### src/rtl/clk_div_pkg.sv
// Shared types and constants for the programmable clock divider.
package clk_div_pkg;

  typedef enum logic {IDLE, RUN} clk_div_state_e;

  localparam int MIN_DIV = 2;

endpackage

### src/rtl/clk_div_odd_merge.sv
// Half-cycle stretch for odd divisors: the only negedge flop in the divider.
module clk_div_odd_merge (
  input  logic clk,
  input  logic rst,
  input  logic t1,
  input  logic odd,
  output logic clk_out
);

  logic t2;

  always_ff @(negedge clk or posedge rst) begin
    if (rst) t2 <= 1'b0;
    else     t2 <= t1;
  end

  // t2 trails t1 by half a clk, so for odd N the high phase gains exactly half a cycle.
  assign clk_out = t1 | (t2 & odd);

endmodule

### src/rtl/clk_div_prog.sv
// Runtime-programmable 50%-duty integer clock divider with boundary-aligned divisor updates.
module clk_div_prog
  import clk_div_pkg::*;
#(
  parameter int W           = 8,
  parameter int DEFAULT_DIV = 4
) (
  input  logic         clk,
  input  logic         rst,
  input  logic         en,
  input  logic [W-1:0] div_i,
  input  logic         div_valid,
  output logic         div_ready,
  output logic         div_err,
  output logic [W-1:0] cur_div,
  output logic         clk_out,
  output logic         tick
);

  localparam logic [W-1:0] MIN_DIV_W = W'(MIN_DIV);
  localparam logic [W-1:0] RESET_DIV = W'(DEFAULT_DIV);
  localparam logic [W-1:0] ONE       = W'(1);

  clk_div_state_e state;
  logic [W-1:0]   cnt;
  logic [W-1:0]   next_cnt;
  logic [W-1:0]   next_half;
  logic [W-1:0]   pend;
  logic           pend_vld;
  logic           t1;
  logic           xfer;
  logic           boundary;

  assign div_ready = ~pend_vld;

  // NOTE: every always_comb output is assigned on every path, so no latch can be inferred.
  always_comb begin
    xfer      = div_valid && div_ready;
    boundary  = (state == RUN) && (cnt == cur_div - ONE);
    next_cnt  = boundary ? '0 : cnt + ONE;
    // A divisor swapped in at this boundary already shapes the next high phase.
    next_half = ((boundary && pend_vld) ? pend : cur_div) >> 1;
  end

  // NOTE: pend is payload qualified by pend_vld, so it carries no reset.
  always_ff @(posedge clk) begin
    if (xfer && (div_i >= MIN_DIV_W)) pend <= div_i;
  end

  // NOTE: sequential state uses non-blocking assignments so every flop samples pre-edge values.
  always_ff @(posedge clk or posedge rst) begin
    if (rst) begin
      state    <= IDLE;
      cnt      <= '0;
      t1       <= 1'b0;
      cur_div  <= RESET_DIV;
      pend_vld <= 1'b0;
      div_err  <= 1'b0;
      tick     <= 1'b0;
    end else begin
      div_err <= xfer && (div_i < MIN_DIV_W);
      if (xfer && (div_i >= MIN_DIV_W)) pend_vld <= 1'b1;

      case (state)
        IDLE: begin
          tick <= 1'b0;
          if (pend_vld) begin
            cur_div  <= pend;
            pend_vld <= 1'b0;
          end
          if (en) begin
            state <= RUN;
            cnt   <= '0;
            t1    <= 1'b1;
            tick  <= 1'b1;
          end
        end
        RUN: begin
          cnt <= next_cnt;
          if (boundary && pend_vld) begin
            cur_div  <= pend;
            pend_vld <= 1'b0;
          end
          // Parking only happens at a boundary, so the running period always completes.
          if (boundary && !en) begin
            state <= IDLE;
            t1    <= 1'b0;
            tick  <= 1'b0;
          end else begin
            t1   <= (next_cnt < next_half);
            tick <= (next_cnt == '0);
          end
        end
        default: state <= IDLE;
      endcase
    end
  end

  clk_div_odd_merge u_odd_merge (
    .clk     (clk),
    .rst     (rst),
    .t1      (t1),
    .odd     (cur_div[0]),
    .clk_out (clk_out)
  );

endmodule

### config.mk
export PLATFORM = sky130hd
export DESIGN_NAME = clk_div_prog
export DESIGN_NICKNAME = d
export VERILOG_FILES = /design/src/rtl/clk_div_pkg.sv /design/src/rtl/clk_div_odd_merge.sv /design/src/rtl/clk_div_prog.sv
export SDC_FILE = /design/constraint.sdc
export NUM_CORES = 1
export LEC_CHECK = 0
export CAP_MARGIN = 5
export CORE_ASPECT_RATIO = 0.7
export CORE_MARGIN = 4
export CORE_UTILIZATION = 35
export CTS_BUF_LIST = sky130_fd_sc_hd__clkbuf_16
export CTS_CLUSTER_DIAMETER = 150
export CTS_CLUSTER_SIZE = 14
export DETAILED_ROUTE_END_ITERATION = 16
export GPL_ROUTABILITY_DRIVEN = 0
export PLACE_DENSITY = 0.57
export SLEW_MARGIN = 20
export SYNTH_ARGS = -nofsm -noshare
export SYNTH_HDL_FRONTEND = slang
export SYNTH_SLANG_ARGS = --single-unit
### constraint.sdc
create_clock -name clk -period 3 [get_ports clk]
set_input_delay 0.75 -clock clk [delete_from_list [all_inputs] [get_ports clk]]
set_output_delay 0.75 -clock clk [all_outputs]
set_load 0.02 [all_outputs]
==> flow_metrics.py <==
metrics = {
    "power_and_ir_drop": {
        "netSwitchingPower_mw": 1.20,
        "power_mw": 2.97,
        "power_frac_seq_pct": 23.5,
        "p_per_area_mw_per_mm2": 1100,
        "p_leak_nw": 1.15,
        "p_int_mw": 1.77,
        "clkPwrFrac_pct": 16.0,
        "power_frac_comb_pct": 60.6,
        "peakVddDrop_mv": 0.640,
        "switching_share_pct": 40.5,
    },
    "synthesis": {
        "synth_area_leaders": "dfrtp_1 (26%), edfxtp_1 (13%), mux2_2 (5.3%)",
        "synth_top_flop_cell": "dfrtp_1",
        "synthesis.nets": 209,
        "yosysWarnings": 0,
        "synth_top_area_share_pct": 26.4,
        "netlist-cell-type-count": 53,
        "ys_ff_latch": 30,
        "syn-cell-area_mm2": 0.00190,
        "ys_seq_area_share_pct": 41.8,
        "synth_cells": 189,
        "synth.avg_cell_area_um2": 10.0,
        "async_flop_share_pct": 73.3,
        "synth_edf_count": 8,
        "synth_top_area_cell": "dfrtp_1",
    },
    "finish": {
        "nets": 266,
        "drive_above_1_share_pct": 29.6,
        "areaGrowthSynthToFinish_pct": 42.6,
        "diodes": 0,
        "utilization_pct": 51.7,
    },
    "run": {
        "maxCapViolCount": 0,
    },
    "floorplan": {
        "initial_core_util_pct": 36.3,
        "die_w_um": 96.0,
        "boundaryPins": 24,
        "die-area_mm2": 0.00668,
        "coreArea_mm2": 0.00523,
        "die_height_um": 69.6,
        "row_count": 22,
    },
    "place": {
        "dp_hpwl_um": 3720,
        "io_buffers": 23,
        "pre_cts_slack_ps": -389,
    },
    "worst_setup_path": {
        "cp_slowest_stage_delay_ps": 380,
        "r2r_start": "cur_div[0]$_DFFE_PP0P_",
        "cp_top_family": "compound AO/OA/AOI/OAI gates",
        "startpoint": "cur_div[0]$_DFFE_PP0P_",
        "reg2reg_to": "t1$_DFFE_PP0P_",
        "crit_path_max_fanout": 6,
        "rr_worst_depth": 17,
        "worstPathCellList": "buf_4 > inv_1 > ha_2 > nor3b_4 > buf_6 > mux2_4 > a22o_4 > o22ai_4 > nor3_4 > nand2_4 > mux2i_2 > ha_1 > a21o_1 > a21oi_2 > a41oi_1 > o21ai_1 > o211a_1",
        "path_depth": 17,
        "startpoint_type": "flop",
        "critPathSlowestCell": "dfrtp_1",
        "cp.arrival_ps": 3440,
        "end_kind": "flop",
        "path_buf_inv": 3,
        "crit_required_ps": 3200,
        "r2r_setup_slack_ps": -230,
        "cp-endpoint": "t1$_DFFE_PP0P_",
        "critPathKind": "reg2reg",
    },
    "timing": {
        "finalMaxSlewViolations": 0,
        "rsz0062_at_grt": "true",
        "fin_crit_sh_pct": 108,
        "final_hold_viol_count": 0,
        "whs_ps": 481,
        "worstMarginPinSlew_ps": 456,
        "finClkSkew_ps": 25.3,
        "relSlewSlack_pct": 69.5,
        "worst_slack_ps": -232,
        "fmaxAchievable_mhz": 309,
        "setup_violations": 2,
        "period_minus_slack_ps": 3230,
    },
    "global_route": {
        "grt_pass1_wl_um": 8340,
        "antenna_found_initial": 0,
        "grt_pass1_vias": 1632,
        "grt_usage_pct": 16.2,
        "overflow": 0,
        "grt_start_max_net_pins": 22,
    },
    "routing": {
        "drt-pass1-iter-count": 4,
        "drt-total-wl_um": 4910,
        "routed_via_density": 5.02,
        "vias": 1601,
        "drc": 0,
        "drt_iter0_drc": 64,
        "wl_per_cell_um": 15.4,
        "detail-route-antenna-nets": 0,
    },
    "status": {
        "status": "finished, violations left",
        "violations": "setup timing",
    },
    "clock_network": {
        "cts_root_buf": "clkbuf_16",
        "clk_pin_slew_ps": 50,
        "cts_hold_buffers": 0,
        "clock_latency_ps": 300,
        "cts.sinks": 30,
        "clockBufferDepth": 2,
        "cts_tree": "built",
        "htreeDepth": 2,
        "cts_buffers": 5,
    },
    "worst_hold_path": {
        "hold_class": "reg2reg",
    },
}
-- cell usage after synthesis (all sizes together), types with 4 or more instances --
master / n
dfrtp: 20
nand2: 15
nor2: 15
o21ai: 10
mux2: 9
edfxtp: 8
ha: 8
inv: 8
xor2: 8
nand3: 7
mux2i: 6
xnor2: 6
a21oi: 5
nand2b: 5
buf: 4
clkbuf: 4
nor3: 4
nor4: 4
-- kinds of logic (layout without fill, tap and decap cells) --
| logic type | Yosys count | count (layout) | synth area share [%] |
|---|---|---|---|
| simple gates | 67 | 67 | 19.4 |
| compound gates | 39 | 39 | 15.0 |
| flops | 30 | 30 | 41.8 |
| buf+inv | 16 | 74 | 3.63 |
| mux | 15 | 15 | 8.51 |
| xor+xnor | 14 | 14 | 6.46 |
| fa+ha+maj | 8 | 8 | 5.28 |
-- power by group through the flow --
stage               clock network [mW]  logic, mW  registers, mW
global placement                     0       1.63          0.699
CTS                              0.487       1.78          0.694
global route                     0.509       1.98          0.719
finish                           0.474       1.80          0.696
floorplan                            0      0.926          0.765
detailed placement                   0       1.65          0.699
-- cell usage in the layout (no fill, tap or decap), types with 3 or more instances in the layout --
cell and instances:
nand2b_1 5, clkbuf_16 5, inv_1 9, o21ai_0 8, dfrtp_2 3, dfrtp_1 17
a21o_1 3, nand2_1 13, xnor2_1 6, nand4_1 3, edfxtp_1 8, buf_4 33
xor2_1 7, mux2i_1 5, ha_1 7, mux2_2 8, clkdlybuf4s50_1 22, nand3_1 7
a21oi_1 4, nor3_1 3, nor2_1 15
-- routing by layer --
| layer | GRT usage, % | wire length, um | vias up |
|---|---|---|---|
| li1 | - | - | 804 |
| met1 | 25.6 | 2640 | 768 |
| met2 | 22.3 | 2100 | 26 |
| met3 | 3.69 | 148 | 3 |
| met4 | 3.31 | 23 | 0 |
| met5 | 0 | 0 | - |
-- worst min path at each step --
stage	from	endpoint	slack, ps	cells after the start
global placement	pend[0]$_DFFE_PP_	cur_div[0]$_DFFE_PP0P_	470	1
CTS	pend[0]$_DFFE_PP_	cur_div[0]$_DFFE_PP0P_	490	1
global route	pend[0]$_DFFE_PP_	cur_div[0]$_DFFE_PP0P_	510	1
detailed placement	pend[0]$_DFFE_PP_	cur_div[0]$_DFFE_PP0P_	470	1
floorplan	pend[0]$_DFFE_PP_	cur_div[0]$_DFFE_PP0P_	460	1
finish	pend[0]$_DFFE_PP_	cur_div[0]$_DFFE_PP0P_	480	1
-- timing repair --
action / in CTS / in global routing
resized for setup: 16 / 4
setup buffers: 3 / 1
cloned: 0 / 0
pin swaps: 7 / 4
endpoints found under the setup margin: 2 / 2
-- sequential cells by signal, summed over array words and instances (netlist names) --
register        count
cnt                 8
cur_div             8
div_err             1
pend                8
pend_vld            1
state               1
t1                  1
tick                1
u_odd_merge.t2      1
-- per-stage QoR --
| stage | area, um2 | instances | setup TNS [ps] |
|---|---|---|---|
| after global routing | 2710 | 319 | -651 |
| after floorplan | 1920 | 189 | -263 |
| final | 2710 | 319 | -403 |
| after CTS | 2680 | 318 | -463 |
| after detailed placement | 2450 | 307 | -698 |
| after global placement | 2450 | 307 | -705 |
-- cell type report --
| class | count | area [um2] |
|---|---|---|
| Timing Repair Buffer | 58 | 510 |
| Multi-Input combinational cell | 143 | 1140 |
| Clock buffer | 5 | 125 |
| Clock inverter | 3 | 12.5 |
| Sequential cell | 30 | 796 |
| Inverter | 8 | 30.0 |
| Fill cell | 492 | 2520 |
| Tap cell | 72 | 90.1 |
Power figures use the tool's default switching activity.
